File: src/rtl/alu_seq_pkg.sv
// Shared opcode constants and the command record buffered ahead of the ALU.
package alu_seq_pkg;
  localparam logic [3:0] OP_ADD = 4'd0;
  localparam logic [3:0] OP_SUB = 4'd1;
  localparam logic [3:0] OP_AND = 4'd2;
  localparam logic [3:0] OP_OR  = 4'd3;
  localparam logic [3:0] OP_XOR = 4'd4;
  localparam logic [3:0] OP_MAX = OP_XOR;

  // Tag width carried in the buffered command record.
  localparam int CMD_TAG_W = 4;

  typedef struct packed {
    logic [15:0]          a;
    logic [15:0]          b;
    logic [3:0]           op;
    logic [CMD_TAG_W-1:0] tag;
  } cmd_t;
endpackage

File: src/rtl/alu_issue_seq_if.sv
// Command-in / result-out handshake bundle of the ALU issue sequencer.
interface alu_issue_seq_if #(parameter int TAG_W = 4);
  logic             in_valid;
  logic             in_ready;
  logic [15:0]      in_a;
  logic [15:0]      in_b;
  logic [3:0]       in_op;
  logic [TAG_W-1:0] in_tag;
  logic             out_valid;
  logic [15:0]      out_result;
  logic [TAG_W-1:0] out_tag;
  logic             out_illegal;

  modport master (output in_valid, in_a, in_b, in_op, in_tag,
                  input  in_ready, out_valid, out_result, out_tag, out_illegal);
  modport slave  (input  in_valid, in_a, in_b, in_op, in_tag,
                  output in_ready, out_valid, out_result, out_tag, out_illegal);
endinterface

File: src/rtl/alu_cmd_fifo.sv
// Command FIFO; space is registered so acceptance never depends on a same-cycle pop.
module alu_cmd_fifo
  import alu_seq_pkg::*;
#(
  parameter int DEPTH = 4
) (
  input  logic                   clk,
  input  logic                   reset,
  input  logic                   push,
  input  cmd_t                   din,
  input  logic                   pop,
  output cmd_t                   dout,
  output logic                   full,
  output logic                   empty,
  output logic                   space,
  output logic [$clog2(DEPTH):0] count
);
  localparam int AW = $clog2(DEPTH);
  localparam int CW = AW + 1;

  cmd_t          mem [DEPTH];
  logic [AW-1:0] wr_ptr, rd_ptr;
  logic          do_push, do_pop;
  logic [CW-1:0] count_nxt;

  assign full      = (count == CW'(DEPTH));
  assign empty     = (count == '0);
  assign do_push   = push && !full;
  assign do_pop    = pop && !empty;
  assign count_nxt = count + CW'(do_push) - CW'(do_pop);
  assign dout      = mem[rd_ptr];

  always_ff @(posedge clk) begin
    if (do_push) mem[wr_ptr] <= din;
  end

  always_ff @(posedge clk or posedge reset) begin
    if (reset) begin
      wr_ptr <= '0;
      rd_ptr <= '0;
      count  <= '0;
      space  <= 1'b0;
    end else begin
      if (do_push) wr_ptr <= wr_ptr + 1'b1;
      if (do_pop)  rd_ptr <= rd_ptr + 1'b1;
      count <= count_nxt;
      space <= (count_nxt != CW'(DEPTH));
    end
  end
endmodule

File: src/rtl/alu_issue_seq.sv
// Issues buffered commands to a fixed-latency ALU and returns tagged results in order.
module alu_issue_seq
  import alu_seq_pkg::*;
#(
  parameter int DEPTH   = 4,
  parameter int TAG_W   = CMD_TAG_W,
  parameter int ALU_LAT = 2
) (
  input  logic                  clk,
  input  logic                  reset,
  alu_issue_seq_if.slave        bus,
  output logic [15:0]           alu_a,
  output logic [15:0]           alu_b,
  output logic [3:0]            alu_op,
  input  logic [15:0]           alu_result,
  output logic                  busy
);
  localparam int CW = $clog2(DEPTH) + 1;

  cmd_t          in_cmd, head;
  logic          full, empty, space, push, pop;
  logic [CW-1:0] count;

  // Track stage ALU_LAT lines up with the cycle alu_result holds that command.
  logic [ALU_LAT:0]            trk_vld;
  logic [ALU_LAT:0][TAG_W-1:0] trk_tag;
  logic [ALU_LAT:0]            trk_ill;

  logic             out_valid, out_illegal;
  logic [15:0]      out_result;
  logic [TAG_W-1:0] out_tag;

  assign in_cmd = '{a: bus.in_a, b: bus.in_b, op: bus.in_op, tag: CMD_TAG_W'(bus.in_tag)};
  assign push   = bus.in_valid && space && !full;
  assign pop    = !empty;

  alu_cmd_fifo #(.DEPTH(DEPTH)) u_fifo (
    .clk   (clk),
    .reset (reset),
    .push  (push),
    .din   (in_cmd),
    .pop   (pop),
    .dout  (head),
    .full  (full),
    .empty (empty),
    .space (space),
    .count (count)
  );

  always_ff @(posedge clk or posedge reset) begin
    if (reset) begin
      alu_a       <= '0;
      alu_b       <= '0;
      alu_op      <= '0;
      trk_vld     <= '0;
      trk_tag     <= '0;
      trk_ill     <= '0;
      out_valid   <= 1'b0;
      out_result  <= '0;
      out_tag     <= '0;
      out_illegal <= 1'b0;
    end else begin
      trk_vld <= {trk_vld[ALU_LAT-1:0], pop};
      if (pop) begin
        alu_a      <= head.a;
        alu_b      <= head.b;
        alu_op     <= head.op;
        trk_tag[0] <= TAG_W'(head.tag);
        trk_ill[0] <= (head.op > OP_MAX);
      end
      for (int i = 1; i <= ALU_LAT; i++) begin
        trk_tag[i] <= trk_tag[i-1];
        trk_ill[i] <= trk_ill[i-1];
      end
      out_valid <= trk_vld[ALU_LAT];
      if (trk_vld[ALU_LAT]) begin
        out_result  <= alu_result;
        out_tag     <= trk_tag[ALU_LAT];
        out_illegal <= trk_ill[ALU_LAT];
      end
    end
  end

  assign busy            = (count != '0) || (|trk_vld);
  assign bus.in_ready    = space;
  assign bus.out_valid   = out_valid;
  assign bus.out_result  = out_result;
  assign bus.out_tag     = out_tag;
  assign bus.out_illegal = out_illegal;
endmodule
File: src/flat_wrapper.sv
// flat-port wrapper written by rule: the top's interface ports become plain ports
module alu_issue_seq_flat import alu_seq_pkg::*;
#(
  parameter int DEPTH   = 4,
  parameter int TAG_W   = CMD_TAG_W,
  parameter int ALU_LAT = 2
)
  (clk, reset, alu_a, alu_b, alu_op, alu_result, busy, bus_in_valid, bus_in_a, bus_in_b, bus_in_op, bus_in_tag, bus_in_ready, bus_out_valid, bus_out_result, bus_out_tag, bus_out_illegal);
  alu_issue_seq_if #(.TAG_W(TAG_W)) bus_i ();
  input  logic clk;
  input  logic reset;
  output logic [15:0] alu_a;
  output logic [15:0] alu_b;
  output logic [3:0] alu_op;
  input  logic [15:0] alu_result;
  output logic busy;
  input wire logic [$bits(bus_i.in_valid)-1:0] bus_in_valid;
  input wire logic [$bits(bus_i.in_a)-1:0] bus_in_a;
  input wire logic [$bits(bus_i.in_b)-1:0] bus_in_b;
  input wire logic [$bits(bus_i.in_op)-1:0] bus_in_op;
  input wire logic [$bits(bus_i.in_tag)-1:0] bus_in_tag;
  output wire logic [$bits(bus_i.in_ready)-1:0] bus_in_ready;
  output wire logic [$bits(bus_i.out_valid)-1:0] bus_out_valid;
  output wire logic [$bits(bus_i.out_result)-1:0] bus_out_result;
  output wire logic [$bits(bus_i.out_tag)-1:0] bus_out_tag;
  output wire logic [$bits(bus_i.out_illegal)-1:0] bus_out_illegal;
  assign bus_i.in_valid = bus_in_valid;
  assign bus_i.in_a = bus_in_a;
  assign bus_i.in_b = bus_in_b;
  assign bus_i.in_op = bus_in_op;
  assign bus_i.in_tag = bus_in_tag;
  assign bus_in_ready = bus_i.in_ready;
  assign bus_out_valid = bus_i.out_valid;
  assign bus_out_result = bus_i.out_result;
  assign bus_out_tag = bus_i.out_tag;
  assign bus_out_illegal = bus_i.out_illegal;
  alu_issue_seq #(.DEPTH(DEPTH), .TAG_W(TAG_W), .ALU_LAT(ALU_LAT)) u_core (.clk(clk), .reset(reset), .bus(bus_i), .alu_a(alu_a), .alu_b(alu_b), .alu_op(alu_op), .alu_result(alu_result), .busy(busy));
endmodule
File: config.mk
export PLATFORM = sky130hd
export DESIGN_NAME = alu_issue_seq_flat
export DESIGN_NICKNAME = d
export VERILOG_FILES = /design/src/rtl/alu_seq_pkg.sv /design/src/rtl/alu_issue_seq_if.sv /design/src/rtl/alu_cmd_fifo.sv /design/src/rtl/alu_issue_seq.sv /design/src/flat_wrapper.sv
export SDC_FILE = /design/constraint.sdc
export NUM_CORES = 1
export LEC_CHECK = 0
export CAP_MARGIN = 15
export CORE_ASPECT_RATIO = 0.9
export CORE_MARGIN = 2
export CORE_UTILIZATION = 40
export CTS_BUF_LIST = sky130_fd_sc_hd__clkbuf_4 sky130_fd_sc_hd__clkbuf_8
export CTS_CLUSTER_SIZE = 40
export DETAILED_ROUTE_END_ITERATION = 12
export SETUP_SLACK_MARGIN = 0.1
export SLEW_MARGIN = 5
export SYNTH_ARGS = -nofsm -noshare
export SYNTH_HDL_FRONTEND = slang
export SYNTH_SLANG_ARGS = --single-unit
File: constraint.sdc
create_clock -name clk -period 3.35 [get_ports clk]
set_input_delay 0.5025 -clock clk [delete_from_list [all_inputs] [get_ports clk]]
set_output_delay 0.5025 -clock clk [all_outputs]
set_load 0.01 [all_outputs]
==> flow_summary.ini <==
[worst_setup_path]
cp_cell_sequence = or4_1, clkdlybuf4s50_1
startpoint = u_core.trk_vld[2]
path_buf_inv = 1
arrival_ps = 2350
crit_slowest_cell = dfrtp_1
critPathKind = reg2out
critical-path-top-delay-family = flip-flops
endpoint_kind = primary output
rr_startpoint = u_core.u_fifo.count[1]
crit_path_start_kind = register
required_ps = 2850
crit_path_max_fanout = 23
crit_path_max_incr_delay_ps = 690

[placement]
place_hpwl_um = 10400
place_ws_ps = 750
portBuffers = 118
postPlaceCellArea_sq_um = 10400
place.gp.congestion = 0.714
dp.cells = 882

[route]
postRouteAntennaNets = 0
wl_um = 16900
via_count = 4597
top_layer = met4
dr_wl_met3_um = 1340
drtIter0Drc = 235
avgRoutedWirePerCell_um = 17.7
viasPerCell = 4.81
wl_met2_um = 7790
wl_met1_um = 7450
drcViolationCount = 0
first_pass_iters = 4

[synth]
netlist.area_leader.share_pct = 54.1
ys.flop_type = edfxtp_1
synth_warnings = 0
synth_cell_types = 20
synth_edf_count = 160
avgSynthCellArea_sq_um = 18.5
syn_nets = 546
async_reset_ff_share_pct = 34.4
syn_inst = 481
ys_ff_latch = 244
synth_commonest_cells = edfxtp_1 (160), nand2_1 (123), dfrtp_1 (84), mux4_2 (40), mux2_2 (22)
synth_area_sq_um = 8880
yosysSeqAreaShare_pct = 77.8
yosysTopAreaCell = edfxtp_1
synth.most_common_cell = edfxtp_1
synthTopCellsByArea = edfxtp_1 (54%), dfrtp_1 (24%), mux4_2 (10%)

[clocking]
path_clk_slew_ps = 60
ctsHoldBuffers = 0
cts_setup_buffers = 0
cts_buffers = 40
cts_buffer_depth = 3
cts_tree = done
root_buffer = clkbuf_8
htree_num_levels = 2
clk_latency_ps = 530
cts.sinks = 244
cts_resized = 0

[timing]
setup_viol = 0
setup_ws_ps = 502
fmax_ghz = 0.351
skew_ps = 20.5
finalSetupTns_ps = 0
slew_headroom_pct = 43.2
tightest_slew_ps = 853
rsz0062_at_grt = no
hold_ws_ps = 347
slew_viol_final = 0
fin_crit_sh_pct = 85.0
period_needed_ps = 2850
finalHoldViolCount = 0

[global_routing]
grt_pass1_vias = 4936
grt_usage_pct = 14.9
grt_max_degree = 52
antenna_found_initial = 1
overflow = 0
grt_pass1_wl_um = 27000

[power_and_ir_drop]
p_leak_nw = 4.23
peakVddDrop_uv = 450
power_density_nw_per_um2 = 907

[floorplanning]
io_pins = 119
dieArea_sq_um = 23400
core_area_sq_um = 21700
die_y_um = 145
rows = 51
initial_core_util_pct = 40.9
die_w_um = 161

[cells_and_area]
synthToLayoutAreaGrowth_pct = 27.2
nNetsFinal = 698
final_area_sq_um = 11300
fin_cells = 955
drive_gt1_share_pct = 22.5

[outcome]
outcome = finished clean

[hold_path]
hold_path.class = reg2reg
min_from = u_core.trk_tag[7]

[job]
drv_cap = 0
## path summary, 6_finish.rpt
path / to / slack (ps) / cells after the start
setup / recovery: busy / 500 / 2
hold / removal: u_core.trk_tag[11] / 350 / 0
setup reg to reg: u_core.u_fifo.space / 1080 / 8
hold reg to reg: u_core.trk_tag[11] / 350 / 0
max in group asynchronous: u_core.alu_op[1] / 2260 / 3
min in group asynchronous: u_core.alu_a[7] / 460 / 2
## layout make-up
class | instances | area, sq um
clock buffer | 55 | 694
fill | 1773 | 10400
tap | 291 | 364
clock inverter | 17 | 176
timing repair buffer | 130 | 1280
antenna | 1 | 2.50
inverter | 5 | 21.3
multi-input combinational | 212 | 1840
sequential | 244 | 6910
## layer usage
layer	global-route usage [%]	vias up
li1	-	2081
met1	20.2	2306
met2	23.3	178
met3	4.45	32
met4	4.91	0
met5	0	-
## state kept, by name (all words and copies together) (netlist names), 3 cells and up
signal,flops
u_core.alu_a,16
u_core.alu_b,16
u_core.alu_op,4
u_core.bus.out_result,16
u_core.bus.out_tag,4
u_core.trk_ill,3
u_core.trk_tag,12
u_core.trk_vld,3
u_core.u_fifo.count,3
u_core.u_fifo.mem,160
## where the power goes
group | leakage [nW] | internal (W) | total, W | switching [W]
clock network | 0.461 | 0.00165 | 0.00277 | 0.00111
registers | 2.43 | 0.00412 | 0.00463 | 0.000508
logic | 1.34 | 0.00153 | 0.00285 | 0.00132
## cell families (layout without fill, tap and decap cells)
| logic type | Yosys count | after routing | share of synthesized area, % |
|---|---|---|---|
| AO/OA/AOI/OAI | 5 | 5 | 0.324 |
| XOR/XNOR | 5 | 5 | 0.493 |
| adder cells (fa/ha/maj) | 6 | 6 | 0.930 |
| buffers and inverters | 25 | 207 | 1.56 |
| flip-flops | 244 | 244 | 77.8 |
| multiplexers | 62 | 62 | 12.9 |
| other | 0 | 1 | 0 |
| AND/OR/NAND/NOR | 134 | 134 | 5.96 |
## worst reg2reg max path: cells and delay by family (launching register included)
| kind | cells | cell delay, ps |
|---|---|---|
| fa+ha+maj | 2 | 590 |
| simple gates | 2 | 330 |
| flops | 1 | 420 |
| buf+inv | 1 | 330 |
| compound gates | 1 | 140 |
| xor+xnor | 2 | 350 |
## layout by cell type (no fill, tap or decap), drive strengths merged
cell type        n
edfxtp         160
clkdlybuf4s50  118
nand2          123
a21oi            3
inv              5
clkbuf          55
o21ai            2
xnor2            5
ha               5
nor3             1
dfrtp           84
nor2             5
buf             12
and2             4
diode            1
fa               1
bufinv           4
mux2            22
or4              1
clkinv          13
mux4            40
## through the flow
stage	power, W	util [%]
5_1_grt	0.0109	52.0
4_1_cts	0.0104	52.0
2_1_floorplan	0.00635	-
3_5_place_dp	0.00762	48.0
3_3_place_gp	0.00753	48.0
6_report	0.0102	52.0
Power figures use the tool's default switching activity.
